===== src/rtl/fp_pkg.sv =====
`default_nettype none
// ============================================================================
//  Module      : fp_pkg
//  Description : Shared definitions for the binary32 normalize-and-round
//                stage: format constants, FSM state encoding, the packed
//                output structure and small result-building helpers.
//  Revision    : 1.0 - initial release
// ============================================================================
package fp_pkg;

    localparam int               EXP_W   = 8;
    localparam int               FRAC_W  = 23;
    localparam int               BIAS    = 127;
    localparam logic [EXP_W-1:0] EXP_MAX = 8'hFF;

    typedef enum logic [1:0] {
        ST_IDLE  = 2'd0,
        ST_NORM  = 2'd1,
        ST_ROUND = 2'd2,
        ST_DONE  = 2'd3
    } normState_t;

    typedef struct packed {
        logic              sign;
        logic [EXP_W-1:0]  exp;
        logic [FRAC_W-1:0] frac;
    } fp32_t;

    // Signed infinity: all-ones exponent, zero fraction.
    function automatic fp32_t makeInf(input logic sign);
        fp32_t res;
        res.sign = sign;
        res.exp  = EXP_MAX;
        res.frac = '0;
        return res;
    endfunction

    // Signed zero, used when normalization runs the exponent out.
    function automatic fp32_t makeZero(input logic sign);
        fp32_t res;
        res.sign = sign;
        res.exp  = '0;
        res.frac = '0;
        return res;
    endfunction

endpackage
`default_nettype wire


===== src/rtl/lzc_n.sv =====
`default_nettype none
// ============================================================================
//  Module      : lzc_n
//  Description : Combinational leading-zero counter over an N-bit word.
//                An all-zero input reports N.
//  Revision    : 1.0 - initial release
//  Ports       : i_value  in   N      word to examine
//                o_count  out  CNT_W  number of leading zeros (0..N)
// ============================================================================
module lzc_n #(
    parameter int N     = 24,
    parameter int CNT_W = $clog2(N + 1)
) (
    input  logic [N-1:0]     i_value,
    output logic [CNT_W-1:0] o_count
);

    // Scan LSB to MSB so the highest set bit makes the final assignment.
    always_comb begin
        o_count = CNT_W'(N);
        for (int i = 0; i < N; i++) begin
            if (i_value[i]) begin
                o_count = CNT_W'(N - 1 - i);
            end
        end
    end

endmodule
`default_nettype wire


===== src/rtl/fp_norm_round.sv =====
`default_nettype none
// ============================================================================
//  Module      : fp_norm_round
//  Description : Post-ALU normalize and round-to-nearest-even stage of the
//                binary32 adder. Takes the aligned fraction result, ALU
//                condition codes, pre-normalization exponent and G/R/S bits,
//                and produces a packed binary32 result with Overflow,
//                Underflow and Inexact flags. Valid/ready on both sides.
//  Revision    : 1.0 - initial release
//  Build option: NORM_LZC_EN - when defined, normalization uses a
//                leading-zero counter and completes in a single cycle;
//                otherwise it shifts one bit per cycle. Results are
//                identical, only latency differs.
//  Ports       : Clock     in   1   rising-edge clock
//                Reset_n   in   1   asynchronous active-low reset
//                InValid   in   1   input bundle valid
//                InReady   out  1   stage idle and able to accept
//                Frac      in   N   ALU fraction result
//                Carry     in   1   ALU carry out
//                Neg       in   1   ALU negative flag
//                Zero      in   1   ALU zero flag
//                EffSub    in   1   effective subtraction
//                SignIn    in   1   sign of the larger-exponent operand
//                ExpIn     in   8   biased exponent of the larger operand
//                GRS       in   3   guard/round/sticky from alignment
//                Out       out  32  packed binary32 result
//                OutValid  out  1   Out and flags valid
//                OutReady  in   1   downstream accepts
//                Overflow  out  1   result overflowed to infinity
//                Underflow out  1   result flushed to zero
//                Inexact   out  1   result was rounded
// ============================================================================
module fp_norm_round
    import fp_pkg::*;
#(
    parameter int N = 24
) (
    input  logic             Clock,
    input  logic             Reset_n,
    input  logic             InValid,
    output logic             InReady,
    input  logic [N-1:0]     Frac,
    input  logic             Carry,
    input  logic             Neg,
    input  logic             Zero,
    input  logic             EffSub,
    input  logic             SignIn,
    input  logic [EXP_W-1:0] ExpIn,
    input  logic [2:0]       GRS,
    output logic [31:0]      Out,
    output logic             OutValid,
    input  logic             OutReady,
    output logic             Overflow,
    output logic             Underflow,
    output logic             Inexact
);

    // ------------------------------------------------------------------
    // State
    // ------------------------------------------------------------------
    normState_t       r_state;
    logic [N-1:0]     r_mag;
    logic [EXP_W-1:0] r_exp;
    logic             r_g;
    logic             r_r;
    logic             r_s;
    logic             r_sign;
    fp32_t            r_out;
    logic             r_inReady;
    logic             r_outValid;
    logic             r_overflow;
    logic             r_underflow;
    logic             r_inexact;

    // ------------------------------------------------------------------
    // Capture: magnitude, sign, carry-out renormalization
    // ------------------------------------------------------------------
    logic             w_effCarry;
    logic             w_zeroPath;
    logic [N-1:0]     w_negFrac;
    logic [N-1:0]     w_capMag;
    logic             w_capSign;
    logic             w_capG;
    logic             w_capR;
    logic             w_capS;
    logic [EXP_W:0]   w_capExpWide;
    logic             w_capOverflow;

    assign w_effCarry    = ~EffSub & Carry;
    assign w_zeroPath    = Zero & ~Carry;
    assign w_negFrac     = (~Frac) + {{(N-1){1'b0}}, 1'b1};
    assign w_capExpWide  = {1'b0, ExpIn} + {{EXP_W{1'b0}}, w_effCarry};
    assign w_capOverflow = (w_capExpWide >= {1'b0, EXP_MAX});

    always_comb begin
        w_capMag  = Frac;
        w_capSign = SignIn;
        w_capG    = GRS[2];
        w_capR    = GRS[1];
        w_capS    = GRS[0];
        // A negative difference means the smaller operand won: flip sign.
        if (EffSub && Neg) begin
            w_capMag  = w_negFrac;
            w_capSign = ~SignIn;
        end
        // Carry out of an add: shift right one, bits fall into G/R/S.
        if (w_effCarry) begin
            w_capMag = {1'b1, Frac[N-1:1]};
            w_capG   = Frac[0];
            w_capR   = GRS[2];
            w_capS   = GRS[1] | GRS[0];
        end
    end

    // ------------------------------------------------------------------
    // Normalization step
    // ------------------------------------------------------------------
    logic             w_normDone;
    logic             w_normFlush;
    logic             w_normToRound;
    logic [N-1:0]     w_nextMag;
    logic             w_nextG;
    logic             w_nextR;
    logic [EXP_W-1:0] w_nextExp;

`ifdef NORM_LZC_EN
    localparam int LZ_W = $clog2(N + 1);
    localparam int SH_W = N + 2;

    logic [LZ_W-1:0]  w_lzCount;
    logic [EXP_W-1:0] w_lzExt;
    logic [SH_W-1:0]  w_shifted;

    lzc_n #(
        .N (N)
    ) u_lzc (
        .i_value (r_mag),
        .o_count (w_lzCount)
    );

    assign w_lzExt       = {{(EXP_W-LZ_W){1'b0}}, w_lzCount};
    // G then R enter from the bottom with zeros behind them, exactly as
    // k single-bit shifts would deliver them.
    assign w_shifted     = {r_mag, r_g, r_r} << w_lzCount;
    assign w_normDone    = (w_lzCount == '0);
    // exp <= k means one of the k single steps would have hit zero.
    assign w_normFlush   = ~w_normDone & (r_exp <= w_lzExt);
    assign w_normToRound = 1'b1;
    assign w_nextMag     = w_shifted[SH_W-1:2];
    assign w_nextG       = w_shifted[1];
    assign w_nextR       = w_shifted[0];
    assign w_nextExp     = r_exp - w_lzExt;
`else
    assign w_normDone    = r_mag[N-1];
    // exp of 1 (or 0) would reach zero on this decrement.
    assign w_normFlush   = ~r_mag[N-1] & (r_exp <= {{(EXP_W-1){1'b0}}, 1'b1});
    assign w_normToRound = 1'b0;
    assign w_nextMag     = {r_mag[N-2:0], r_g};
    assign w_nextG       = r_r;
    assign w_nextR       = 1'b0;
    assign w_nextExp     = r_exp - {{(EXP_W-1){1'b0}}, 1'b1};
`endif

    // ------------------------------------------------------------------
    // Round to nearest even
    // ------------------------------------------------------------------
    logic             w_roundUp;
    logic [N:0]       w_rndSum;
    logic [EXP_W:0]   w_rndExpWide;
    logic             w_rndOverflow;
    logic [FRAC_W-1:0] w_rndFrac;
    logic             w_unusedHidden;

    assign w_roundUp     = r_g & (r_r | r_s | r_mag[0]);
    assign w_rndSum      = {1'b0, r_mag} + {{N{1'b0}}, w_roundUp};
    assign w_rndExpWide  = {1'b0, r_exp} + {{EXP_W{1'b0}}, w_rndSum[N]};
    assign w_rndOverflow = (w_rndExpWide >= {1'b0, EXP_MAX});
    // On a mantissa carry-out the low N bits are all zero, which is
    // already the fraction of 0x800000, so no separate mux is needed.
    assign w_rndFrac     = w_rndSum[N-2 -: FRAC_W];
    // Hidden bit is implicit in the packed format.
    assign w_unusedHidden = w_rndSum[N-1];

    // ------------------------------------------------------------------
    // Control FSM with registered outputs
    // ------------------------------------------------------------------
    always_ff @(posedge Clock or negedge Reset_n) begin
        if (!Reset_n) begin
            r_state     <= ST_IDLE;
            r_mag       <= '0;
            r_exp       <= '0;
            r_g         <= 1'b0;
            r_r         <= 1'b0;
            r_s         <= 1'b0;
            r_sign      <= 1'b0;
            r_out       <= '0;
            r_inReady   <= 1'b1;
            r_outValid  <= 1'b0;
            r_overflow  <= 1'b0;
            r_underflow <= 1'b0;
            r_inexact   <= 1'b0;
        end else begin
            case (r_state)
                ST_IDLE: begin
                    if (InValid) begin
                        r_inReady <= 1'b0;
                        if (w_zeroPath) begin
                            r_out       <= '0;
                            r_overflow  <= 1'b0;
                            r_underflow <= 1'b0;
                            r_inexact   <= 1'b0;
                            r_outValid  <= 1'b1;
                            r_state     <= ST_DONE;
                        end else if (w_capOverflow) begin
                            r_out       <= makeInf(w_capSign);
                            r_overflow  <= 1'b1;
                            r_underflow <= 1'b0;
                            r_inexact   <= 1'b1;
                            r_outValid  <= 1'b1;
                            r_state     <= ST_DONE;
                        end else begin
                            r_mag   <= w_capMag;
                            r_exp   <= w_capExpWide[EXP_W-1:0];
                            r_g     <= w_capG;
                            r_r     <= w_capR;
                            r_s     <= w_capS;
                            r_sign  <= w_capSign;
                            r_state <= ST_NORM;
                        end
                    end
                end

                ST_NORM: begin
                    if (w_normDone) begin
                        r_state <= ST_ROUND;
                    end else if (w_normFlush) begin
                        r_out       <= makeZero(r_sign);
                        r_overflow  <= 1'b0;
                        r_underflow <= 1'b1;
                        r_inexact   <= 1'b0;
                        r_outValid  <= 1'b1;
                        r_state     <= ST_DONE;
                    end else begin
                        r_mag   <= w_nextMag;
                        r_g     <= w_nextG;
                        r_r     <= w_nextR;
                        r_exp   <= w_nextExp;
                        r_state <= w_normToRound ? ST_ROUND : ST_NORM;
                    end
                end

                ST_ROUND: begin
                    if (w_rndOverflow) begin
                        r_out      <= makeInf(r_sign);
                        r_overflow <= 1'b1;
                        r_inexact  <= 1'b1;
                    end else begin
                        r_out      <= {r_sign, w_rndExpWide[EXP_W-1:0], w_rndFrac};
                        r_overflow <= 1'b0;
                        r_inexact  <= r_g | r_r | r_s;
                    end
                    r_underflow <= 1'b0;
                    r_outValid  <= 1'b1;
                    r_state     <= ST_DONE;
                end

                ST_DONE: begin
                    // InReady stays low this cycle, so a simultaneous
                    // InValid is taken in the following IDLE cycle.
                    if (OutReady) begin
                        r_outValid <= 1'b0;
                        r_inReady  <= 1'b1;
                        r_state    <= ST_IDLE;
                    end
                end

                default: begin
                    r_state    <= ST_IDLE;
                    r_inReady  <= 1'b1;
                    r_outValid <= 1'b0;
                end
            endcase
        end
    end

    assign InReady   = r_inReady;
    assign OutValid  = r_outValid;
    assign Out       = r_out;
    assign Overflow  = r_overflow;
    assign Underflow = r_underflow;
    assign Inexact   = r_inexact;

endmodule
`default_nettype wire


===== config.mk =====
export PLATFORM = sky130hd
export DESIGN_NAME = fp_norm_round
export DESIGN_NICKNAME = d
export VERILOG_FILES = /design/src/rtl/fp_pkg.sv /design/src/rtl/lzc_n.sv /design/src/rtl/fp_norm_round.sv
export SDC_FILE = /design/constraint.sdc
export NUM_CORES = 1
export LEC_CHECK = 0
export BUFFER_PORTS_ARGS = -buffer_cell sky130_fd_sc_hd__buf_2
export CORE_MARGIN = 8
export CORE_UTILIZATION = 51
export DETAILED_ROUTE_END_ITERATION = 16
export PLACE_DENSITY = 0.73
export SETUP_SLACK_MARGIN = 0.15
export SLEW_MARGIN = 20
export SYNTH_ARGS = -nofsm -noshare
export SYNTH_HDL_FRONTEND = slang
export SYNTH_SLANG_ARGS = --single-unit

===== constraint.sdc =====
create_clock -name Clock -period 9.36 [get_ports Clock]
set_input_delay 2.34 -clock Clock [delete_from_list [all_inputs] [get_ports Clock]]
set_output_delay 2.34 -clock Clock [all_outputs]
set_load 0.02 [all_outputs]

==> metrics.md <==
| Metric | Value |
|---|---|
| Via density | between 5 and 6 |
| CP max stage delay | approximately 720 ps |
| CP cell instances | buf_2, nand2b_1, clkinv_1, ha_1, ha_1, xor2_1, or3b_1, o21a_1, nor3_4, nand3_1, o21ai_1 |
| CORE AREA | 9730 um2 |
| Worst EP arrival | between 6000 and 7000 ps |
| Antenna violations before repair | 0 |
| Skew final | about 7.4 ps |
| Setup slack, reg-to-reg | around 5200 ps |
| Ports | approximately 80 |
| Ant. Diodes | 0 |
| Cell variety after synth | 70 |
| Ranking of synthesized cells by area | dfrtp_1 36%, nand2_1 7.1%, xnor2_1 4.5% |
| DR vias | about 4600 |
| DRT antenna net count | 0 |
| Power Dens Cells | between 200 and 300 nW/um2 |
| Max Fclk | between 150 and 200 MHz |
| Routed wire length | 12700 um |
| Final Cycle Share | 0.691 |
| Post-CTS Setup Repair Bufs | 0 |
| Placement row count | 36 |
| DRC Markers | 0 |
| Max-Cap Viols | 0 |
| Layout cells sized above 1 | 0.175 |
| I/O Buffers | 80 |
| Overflow after GRT | 0 |
| Hold-critical path depth | 2 |
| Clock transition at path regs | about 70 ps |
| Top_reg_cell synth | dfrtp_1 |
| CP dominant cell by count | ha_1 |
| Max-slew violation count | 0 |
| Mapped Cells | around 600 |
| Buf/Inv on CP | 2 |
| Starting DRT DRC Count | 375 |
| Worst reg2reg endpoint | Out[5]$_DFFE_PN0P_ |
| Area of the multi-input gates | approximately 3000 um2 |
| WHS Endpoint | Underflow$_DFFE_PN0P_ |
| Largest net degree at the start of global routing | 76 |
| Crit Path Class | in -> reg |
| CTS tree | done |
| Synth warn | 0 |
| Max H-tree Level | 3 |
| Die area | approximately 13000 um2 |
| Rel. slew slack | 0.374 |
| R2r worst-path depth | 13 |
| Lkg Pwr | approximately 2.4 nW |
| Die X | about 120 um |
| Hold_buf cts | 0 |
| Initial Util | 0.522 |
| Vias in the first global route | between 4000 and 5000 |
| Final Wtd Congestion | 0.904 |
| Worst hold start | Underflow$_DFFE_PN0P_ |
| Layout fillers | 929 |
| Unrepaired setup endpoints after global routing | no |
| Peak VDD IR | 143 uV |
| Reg2reg start | r_g$_DFFE_PN0P_ |
| Die height | approximately 120 um |
| TritonRoute pass-1 iters | 5 |
| Synth async-reset ratio | 1.00 |
| Critical path required time | approximately 9600 ps |
| Startpoint types | primary input |
| Syn Area/Cell | 8.45 um2 |
| Nets | roughly 710 |
| Kind of cell adding the most delay to the critical path | simple AND/OR/NAND/NOR gates |
| Clock Root Buffer | clkbuf_8 |
| Final Hold Viols | 0 |
| Clk buf depth | 2 |
| Sequential fraction of the synthesis area | 0.370 |
| Worst setup EP type | flop |
| Yosys reg bits | between 70 and 80 |
| Drt wl/cell | ~16 um |
| First-pass GRT wire length | 21400 um |
| Final Setup Violations | 0 |
| Setup TNS | 0 ps |
| CP max-delay cell | nand3_1 |
| Commonest cells in the netlist | 96 x nand2_1, 74 x dfrtp_1, 50 x nor2_1, 32 x a21oi_1, 29 x o21ai_0 |
| FF/Latch Area | roughly 1900 um2 |
| Most frequent cell after synthesis | nand2_1 |
| Worst-Margin Slew | between 900 and 1000 ps |
| Dpl hpwl | roughly 9700 um |
| Shortest period the worst path allows | approximately 6500 ps |
| GR Util All Layers | 0.197 |
| Clock Sinks | 75 |
| Number of synthesized flops with an enable pin | 0 |
| Post-CTS sizing | 0 |
| Worst min-delay path class | reg -> reg |
| Synthesized cell area | 5080 um2 |
| Syn nets | around 660 |
| Overall Power | around 1.7 mW |
| Yosys top cell by area | dfrtp_1 |
| Worst skew pair latency | about 350 ps |
| Num CTS Buffers | 9 |
| Share of the synthesized area in the top cell type | 0.365 |
| Synth-to-Final Area Change | 11.2% |
| CP max FO | 25 |
| Status | finished, final reports clean |
[tightest hold or removal path, cell delays in order (launching register included)]
cell,delay [ps]
dfrtp_1,350
nand2_1,50
nand2_1,50
[placed cells by master (no fill, tap or decap), types with 4 or more instances in the layout]
cell and n:
buf_4 4, xnor2_1 26, xor2_1 22, o21ai_0 29
buf_2 80, o31ai_1 5, ha_1 12, o21a_1 4
nand4_1 10, a211oi_1 6, nor2_1 50, and4_1 7
o21ai_1 24, o211ai_1 6, a21oi_1 32, a221oi_1 4
a222oi_1 8, nand2b_1 9, dfrtp_1 74, nor3_1 7
or3_1 6, and2_1 5, nand2_1 96, a31oi_1 19
nand3_1 18, clkbuf_8 10, or4_1 4, inv_1 13
mux2i_1 4
[power by group]
part | switching [mW] | total (mW) | internal, mW | leakage [nW]
Clock | 0.111 | 0.211 | 0.101 | 0.0860
Sequential | 0.158 | 0.627 | 0.469 | 0.938
Combinational | 0.533 | 0.842 | 0.309 | 1.39
[worst max-delay path by stage]
stage               startpoint                   to  slack, ps  cells after the start
CTS                     EffSub   Out[5]$_DFFE_PN0P_       2930                     11
finish                  EffSub   Out[5]$_DFFE_PN0P_       2890                     11
floorplan               EffSub  Out[13]$_DFFE_PN0P_       4460                     13
global placement        EffSub  Out[22]$_DFFE_PN0P_       2700                     11
global route            EffSub   Out[5]$_DFFE_PN0P_       2400                     11
detailed placement      EffSub   Out[5]$_DFFE_PN0P_       2560                     11
[through the flow]
stage	cell area [um2]	hold slack, ps	instances	setup slack, ps	utilization
after floorplan	5080	446	601	4460	-
after global placement	5480	462	780	2700	0.564
after detailed placement	5480	466	780	2560	0.564
after CTS	5640	483	795	2930	0.580
after global routing	5640	490	795	2400	0.580
final	5640	485	795	2890	0.580
[layout make-up]
class / instances / area share
Multi-Input combinational cell: 474 / 0.524
Sequential cell: 75 / 0.333
Timing Repair Buffer: 84 / 0.0763
Tap cell: 133 / 0.0295
Clock buffer: 12 / 0.0257
Inverter: 14 / 0.00931
Clock inverter: 3 / 0.00266
[layer usage]
| metal | track usage | part of all wire | vias to the layer above |
|---|---|---|---|
| li1 | - | - | 2296 |
| met2 | 0.278 | 0.41 | 157 |
| met1 | 0.293 | 0.51 | 2093 |
| met3 | 0.0313 | 0.068 | 12 |
| met4 | 0.0778 | 0.014 | 0 |
| met5 | 0 | 0 | - |
[state kept, by name (all words and copies together) (netlist names), 2 cells and up]
name / flops
r_state: 2
Out: 32
r_mag: 24
r_exp: 8
[kinds of logic (layout without fill, tap and decap cells)]
family,Yosys count,count (layout),share of synthesized area
AOI/OAI and AO/OA,168,168,0.217
buffers and inverters,52,113,0.0476
xor gates and xnor gates,48,48,0.0828
adders and majority gates,12,12,0.0296
DFF,75,75,0.370
and+or+nand+nor,240,240,0.240
muxes,6,6,0.0131
Power figures use the tool's default switching activity.
